**src/rtl/alu_issue_wb.sv**
```systemverilog
// alu_issue_wb
//   Single-issue front end for an external combinational ALU. Instructions are
//   accepted into an EX register, where operands are resolved with
//   forwarding. They complete one edge later, writing alu_out back into the
//   register file. An illegal funct halts issue until clr_err is pulsed.
//
// Ports
//   clk, rst_n        clock, asynchronous active-low reset
//   in_valid/in_ready instruction handshake (ready only in RUN)
//   in_funct          ALU operation code, legal 4'h0..4'h8
//   in_rd/rs/rt       destination, A-source, B-source register indices
//   in_use_imm/in_imm B operand select / immediate (sign-extended)
//   alu_a/b/funct     registered operands and opcode to the external ALU
//   alu_out/alu_flagZ combinational ALU result and zero flag
//   wb_valid/rd/data  write-back completed on the previous edge
//   flag_z            zero flag of the most recent completed operation
//   err, clr_err      illegal-funct error flag and its clear pulse
module alu_issue_wb #(
    parameter int unsigned REG_COUNT = 16,
    parameter int unsigned IMM_WIDTH = 16
) (
    input  logic                 clk,
    input  logic                 rst_n,
    input  logic                 in_valid,
    output logic                 in_ready,
    input  logic [3:0]           in_funct,
    input  logic [3:0]           in_rd,
    input  logic [3:0]           in_rs,
    input  logic [3:0]           in_rt,
    input  logic                 in_use_imm,
    input  logic [IMM_WIDTH-1:0] in_imm,
    output logic [31:0]          alu_a,
    output logic [31:0]          alu_b,
    output logic [3:0]           alu_funct,
    input  logic [31:0]          alu_out,
    input  logic                 alu_flagZ,
    output logic                 wb_valid,
    output logic [3:0]           wb_rd,
    output logic [31:0]          wb_data,
    output logic                 flag_z,
    output logic                 err,
    input  logic                 clr_err
);

    typedef enum logic {
        RUN  = 1'b0,
        HALT = 1'b1
    } state_e;

    state_e      state_q, state_d;
    logic        err_q, err_d;
    logic        ex_valid_q, ex_valid_d;
    logic [3:0]  ex_rd_q, ex_rd_d;
    logic [31:0] alu_a_q, alu_a_d;
    logic [31:0] alu_b_q, alu_b_d;
    logic [3:0]  alu_funct_q, alu_funct_d;
    logic        wb_valid_q, wb_valid_d;
    logic [3:0]  wb_rd_q, wb_rd_d;
    logic [31:0] wb_data_q, wb_data_d;
    logic        flag_z_q, flag_z_d;
    logic [31:0] regs_q [REG_COUNT];
    logic [31:0] regs_d [REG_COUNT];

    logic        accept;
    logic        legal;
    logic [31:0] op_a;
    logic [31:0] op_b_reg;
    logic [31:0] imm_ext;

    assign in_ready = (state_q == RUN);
    assign accept   = in_valid && in_ready;
    assign legal    = (in_funct <= 4'h8);
    assign imm_ext  = 32'(signed'(in_imm));

    // Operand resolution: r0 reads zero, then the in-flight EX result wins
    // over the stale register file copy so dependent ops issue without bubbles.
    always_comb begin
        op_a = '0;
        if (in_rs == 4'd0) begin
            op_a = '0;
        end else if (ex_valid_q && (ex_rd_q == in_rs)) begin
            op_a = alu_out;
        end else if (32'(in_rs) < REG_COUNT) begin
            op_a = regs_q[in_rs];
        end
    end

    always_comb begin
        op_b_reg = '0;
        if (in_rt == 4'd0) begin
            op_b_reg = '0;
        end else if (ex_valid_q && (ex_rd_q == in_rt)) begin
            op_b_reg = alu_out;
        end else if (32'(in_rt) < REG_COUNT) begin
            op_b_reg = regs_q[in_rt];
        end
    end

    always_comb begin
        state_d     = state_q;
        err_d       = err_q;
        ex_valid_d  = 1'b0;
        ex_rd_d     = ex_rd_q;
        alu_a_d     = alu_a_q;
        alu_b_d     = alu_b_q;
        alu_funct_d = alu_funct_q;
        wb_valid_d  = 1'b0;
        wb_rd_d     = wb_rd_q;
        wb_data_d   = wb_data_q;
        flag_z_d    = flag_z_q;
        regs_d      = regs_q;

        // EX completion is independent of the FSM, so an op already in EX
        // still retires on the edge that accepts an illegal funct.
        if (ex_valid_q) begin
            wb_valid_d = 1'b1;
            wb_rd_d    = ex_rd_q;
            wb_data_d  = alu_out;
            flag_z_d   = alu_flagZ;
            if ((ex_rd_q != 4'd0) && (32'(ex_rd_q) < REG_COUNT)) begin
                regs_d[ex_rd_q] = alu_out;
            end
        end

        case (state_q)
            RUN: begin
                if (accept) begin
                    if (legal) begin
                        ex_valid_d  = 1'b1;
                        ex_rd_d     = in_rd;
                        alu_a_d     = op_a;
                        alu_b_d     = in_use_imm ? imm_ext : op_b_reg;
                        alu_funct_d = in_funct;
                    end else begin
                        err_d   = 1'b1;
                        state_d = HALT;
                    end
                end
            end
            HALT: begin
                if (clr_err) begin
                    err_d   = 1'b0;
                    state_d = RUN;
                end
            end
            default: state_d = RUN;
        endcase
    end

    always_ff @(posedge clk or negedge rst_n) begin
        if (!rst_n) begin
            state_q     <= RUN;
            err_q       <= 1'b0;
            ex_valid_q  <= 1'b0;
            ex_rd_q     <= '0;
            alu_a_q     <= '0;
            alu_b_q     <= '0;
            alu_funct_q <= '0;
            wb_valid_q  <= 1'b0;
            wb_rd_q     <= '0;
            wb_data_q   <= '0;
            flag_z_q    <= 1'b0;
            for (int unsigned i = 0; i < REG_COUNT; i++) begin
                regs_q[i] <= '0;
            end
        end else begin
            state_q     <= state_d;
            err_q       <= err_d;
            ex_valid_q  <= ex_valid_d;
            ex_rd_q     <= ex_rd_d;
            alu_a_q     <= alu_a_d;
            alu_b_q     <= alu_b_d;
            alu_funct_q <= alu_funct_d;
            wb_valid_q  <= wb_valid_d;
            wb_rd_q     <= wb_rd_d;
            wb_data_q   <= wb_data_d;
            flag_z_q    <= flag_z_d;
            regs_q      <= regs_d;
        end
    end

    assign alu_a     = alu_a_q;
    assign alu_b     = alu_b_q;
    assign alu_funct = alu_funct_q;
    assign wb_valid  = wb_valid_q;
    assign wb_rd     = wb_rd_q;
    assign wb_data   = wb_data_q;
    assign flag_z    = flag_z_q;
    assign err       = err_q;

endmodule
```
**config.mk**
```make
export PLATFORM = sky130hd
export DESIGN_NAME = alu_issue_wb
export DESIGN_NICKNAME = d
export VERILOG_FILES = /design/src/rtl/alu_issue_wb.sv
export SDC_FILE = /design/constraint.sdc
export NUM_CORES = 1
export LEC_CHECK = 0
export ABC_CLOCK_PERIOD_IN_PS = 4000
export BUFFER_PORTS_ARGS = -buffer_cell sky130_fd_sc_hd__buf_2
export CAP_MARGIN = 10
export CELL_PAD_IN_SITES_DETAIL_PLACEMENT = 1
export CELL_PAD_IN_SITES_GLOBAL_PLACEMENT = 1
export CORE_AREA = 5 5 239 241
export CTS_BUF_LIST = sky130_fd_sc_hd__clkbuf_2
export DETAILED_ROUTE_END_ITERATION = 16
export DIE_AREA = 0 0 244 246
export HOLD_SLACK_MARGIN = 0.05
export PLACE_DENSITY_LB_ADDON = 0.12
export SLEW_MARGIN = 5
export SYNTH_ARGS = -nofsm -noshare
export SYNTH_HDL_FRONTEND = slang
export SYNTH_SLANG_ARGS = --single-unit
```
**constraint.sdc**
```tcl
create_clock -name clk -period 4 [get_ports clk]
set_input_delay 0.4 -clock clk [delete_from_list [all_inputs] [get_ports clk]]
set_output_delay 0.4 -clock clk [all_outputs]
set_load 0.02 [all_outputs]
```
; Yosys cells after proc, flatten, opt, wreduce, memory -nomap -nowiden
; Cells that the tools add are included.
; W data, S select, Z words.
[classes]
n_lt_le_gt_ge = 5
eq_ne = 5
mux = 26
bitwise_logic = 4
n_reduce_logical = 10
[op_table]
columns = operator, count
row1 = $bwmux W512, 1
row2 = $mux W32, 10
row3 = $bmux W32 S4, 2
row4 = $demux W32 S4, 1
row5 = $ge A5 B5 Y1 const B, 3
row6 = $not A4 Y5, 3
row7 = $mux W1, 10
row8 = $eq A4 B4 Y1, 2
row9 = $logic_not A4 Y1, 2
row10 = $reduce_and A3 Y1, 2
row11 = $lt A5 B1 Y1 const B, 1
row12 = $le A4 B4 Y1 const B, 1
row13 = $logic_and A1 B1 Y1, 4
row14 = $ne A2 B2 Y1 const B, 2
row15 = $pmux W1 S2, 2
row16 = $reduce_bool A4 Y1, 1
row17 = $ne A2 B1 Y1 const B, 1
row18 = $reduce_and A2 Y1, 1
row19 = $not A1 Y1, 1
[totals]
reg_bits = 625
in_bits = 70
out_inout_bits = 108

; Longest topological paths before layout
[depth]
depth_word = 7
depth_mapped = 8
depth_no_buf = 6

; Least setup slack after synthesis
; No wires, ideal clock.
[synth_path]
path_kind = input to register
startpoint = input port in_rt[0]
endpoint = register alu_b_q[21] (netlist: alu_b[21])
setup_ns = 0.123
t_arrival_ns = 1.819
required_ns = 3.877
setup_slack_ns = 2.058
cell_stages = 7
cell_sequence = buf_2 -> buf_6 -> buf_6 -> mux4_2 -> o22ai_1 -> nor2_1 -> o221a_1
[synth_via]
elab_chain_len = 7
[synth_rtl]
columns = item, line
row1 = from (decl), 29  ; input logic [3:0] in_rt,
row2 = $not A4 Y5 (implied by the code), 95  ; op_b_reg = regs_q[in_rt];
row3 = $bmux W32 S4, 95
row4 = $mux W32 (implied by the code) (2 in a row), 95
row5 = $mux W32, 92  ; end else if (ex_valid_q && (ex_rd_q == in_rt)) begin
row6 = $mux W32 *, 90  ; if (in_rt == 4'd0) begin
row7 = $mux W32 *, 132  ; alu_b_d = in_use_imm ? imm_ext : op_b_reg;
row8 = to (signal assigned), 172  ; alu_b_q <= alu_b_d;
row9 = to (decl), 55  ; logic [31:0] alu_b_q, alu_b_d;
; Mark *: on every way between the ends. The rest lies on a longest branch, timed or not. The select of a mux whose other input is x is not followed.
; A chain may end at the register's enable or synchronous reset.

; Worst setup path in the final report
[layout_path]
startpoint = register state_q
endpoint = register alu_b_q[5] (netlist: alu_b[5])
[layout_via]
elab_chain_len = 3
[layout_rtl]
columns = item, line
row1 = from (decl), 50  ; state_e state_q, state_d;
row2 = from (signal assigned), 167  ; state_q <= state_d;
row3 = $not A1 Y1 (no line) *, n/a
row4 = $logic_and A1 B1 Y1, 71  ; assign accept = in_valid && in_ready;
row5 = $reduce_and A3 Y1 (no line) *, n/a
; Mark *: on every way between the ends. The rest lies on a longest branch, timed or not.

==> reports/qor.yml <==
hpwl_microns: 62300
yosysTopAreaCellShare_pct: 50.0
fin_skew_ns: 0.107
arrival_ns: 5.28
io_buffer_count: 177
path_class: "flop to flop"
synth_flop_cell: "dfrtp_1"
area_growth_pct: 15.0
crit_slowest_cell: "buf_4"
hold_violations: 0
synth_warnings: 0
drc_errors: 0
ant_nets: 0
chipHeight_microns: 246
p_leak_nw: 16.3
cp-start-kind: "flop"
cts_tree: "done"
fin_nets: 2548
place_inst: 2829
status: "completed"
grt_max_degree: 103
clockRootBuffer: "clkbuf_2"
min_period_ns: 3.94
die_w_microns: 244
tightest_slew_ns: 1.24
wl_per_cell_microns: 33.7
rows: 86
yosysSeqAreaShare_pct: 50.0
worstHoldStart: "alu_out[29]"
drtIter0Drc: 2289
crit_required_ns: 5.34
track_usage_pct: 37.7
gp_congestion: 0.833
final_util_pct: 65.8
routed_wl_microns: 112000
antenna_found_initial: 5
cpPeakStageDelay_ns: 0.80
syn_nets: 2184
synth_commonest_cells: "dfrtp_1, mux2_2, mux4_2"
post_cts_buffers: 0
min_path_cells: 3
critPathMaxFanout: 58
avgSynthCellArea_sq_um: 14.8
syn-cell-area_sq_mm: 0.0313
synth_seq_cells: 625
synth.most_common_cell: "dfrtp_1"
drv_slew: 0
grt_pass1_wl_microns: 169000
drv_cap: 0
dp_slack_ns: 1.05
crit_chain: "inv_1, nand3_2, buf_4, inv_2, buf_4, and3_1, dlygate4sd3_1, a21oi_1, o31ai_1, dlygate4sd3_1"
finalSetupViolCount: 0
synth_area_leader_cell: "dfrtp_1"
rsz0062_at_grt: "no"
die-area_sq_mm: 0.0600
vdd_drop_max_mv: 0.323
grt_overflow: 0
power_density_mw_per_mm2: 589
io_pins: 178
clock_path_buffers: 3
fin_ws_ns: 0.0607
clock_sinks: 625
synthCells: 2114
r2r_end: "alu_b[5]"
clkLatencyLatePin_ns: 1.46
numCtsBuffers: 167
ys_async_sr_fraction_pct: 100
layout-drive-gt1-share_pct: 46.0
fin_cells: 3313
period_share_pct: 98.5
initial_core_util_pct: 57.2
grt_pass1_vias: 25600
slew_headroom_pct: 17.3
r2r_start: "state_q"
synth_edf_count: 0
coreArea_sq_mm: 0.0547
max_freq_mhz: 254
rr_worst_depth: 10
cts_max_level: 4
first_pass_iters: 5
end_kind: "flop"
synth.area.top_cells: "dfrtp_1, mux4_2, mux2_2"
hp-class: "primary input to flop"
min_to: "regs_q[445]"
vias_per_cell: 6.92
vias: 22900
timing.setup.tns_ns: 0
clk_pin_slew_worst_paths_ns: 0.11
synth_cell_types: 44
reg2reg_setup_slack_ns: 0.06
==> repair_timing <==
action                     in CTS  in global routing
setup endpoints to repair       0                  0
hold endpoints to repair     1212                  0
resized for setup               0                  0
hold buffers                  184                  0
==> report_power, final <==
group,internal [mW],leakage (nW),switching [mW]
Clock,1.65,1.12,2.85
Combinational,3.68,7.19,2.62
Sequential,8.48,7.97,1.89
Total,13.8,16.3,7.36
==> layout make-up <==
| class | count | area (sq um) |
|---|---|---|
| Tap cell | 704 | 881 |
| Fill cell | 5108 | 18700 |
| Antenna cell | 11 | 27.5 |
| Clock inverter | 37 | 145 |
| Sequential cell | 625 | 15600 |
| Inverter | 3 | 11.3 |
| Multi-Input combinational cell | 1248 | 14500 |
| Clock buffer | 252 | 1260 |
| Timing Repair Buffer | 433 | 3450 |
==> how the worst max path moves through the flow <==
stage,slack (ns),startpoint,endpoint,cells past startpoint
detailed placement,1.05,in_rt[3],alu_b[23],6
floorplan,2.06,in_rt[0],alu_b[21],7
global placement,1.11,in_rs[2],alu_a[31],7
global route,0.02,state_q,alu_b[10],10
CTS,0.29,ex_rd_q[2],alu_a[7],8
finish,0.06,state_q,alu_b[5],10
==> per-stage QoR <==
step                cell area, sq um  hold WS (ns)  power, mW
finish                         35900         0.231       21.2
global route                   35900         0.109       22.2
CTS                            35900        0.0614       20.8
detailed placement             32600         0.383       16.2
global placement               32600         0.377       15.7
floorplan                      31300         0.104       14.1
==> critical path: cells and delay by family (launching register included) <==
family	cells	cell delay [ns]
AO/OA/AOI/OAI	2	0.42
buffers and inverters	6	2.60
flip-flops	1	0.39
AND/OR/NAND/NOR	2	0.47
==> flip-flops by register name, indices dropped and copies added, names as in the netlist <==
register / count
state_q: 1
wb_data: 32
err: 1
wb_rd: 4
wb_valid: 1
flag_z: 1
alu_funct: 4
alu_a: 32
alu_b: 32
ex_valid_q: 1
regs_q: 512
ex_rd_q: 4
==> cell usage in the layout, fill, tap and decap left out, types with 17 or more instances in the layout <==
| cell | n |
|---|---|
| a221o_1 | 32 |
| a22oi_1 | 28 |
| and3_1 | 30 |
| buf_2 | 170 |
| buf_4 | 66 |
| clkbuf_2 | 252 |
| clkinv_1 | 30 |
| dfrtp_1 | 624 |
| dlygate4sd3_1 | 183 |
| mux2_1 | 142 |
| mux2_2 | 431 |
| mux4_2 | 228 |
| nand2_1 | 43 |
| nor2_1 | 31 |
| nor3_1 | 49 |
| o21a_1 | 17 |
| o221a_1 | 17 |
| o22ai_1 | 99 |
==> kinds of logic after synthesis <==
group	count (synthesis)	synth area share, %
compound gates	230	5.48
xor+xnor	8	0.224
buf+inv	241	3.82
flops	625	50.0
mux	805	37.2
simple gates	205	3.26
==> metal layers <==
metal / vias up / wire length, microns / GRT usage, %
met4: 0 / 6300 / 20.7
met1: 12300 / 42100 / 47.9
li1: 8948 / - / -
met5: - / 0 / 0
met3: 423 / 9020 / 9.57
met2: 1312 / 54300 / 60.2
Power figures use the tool's default switching activity.
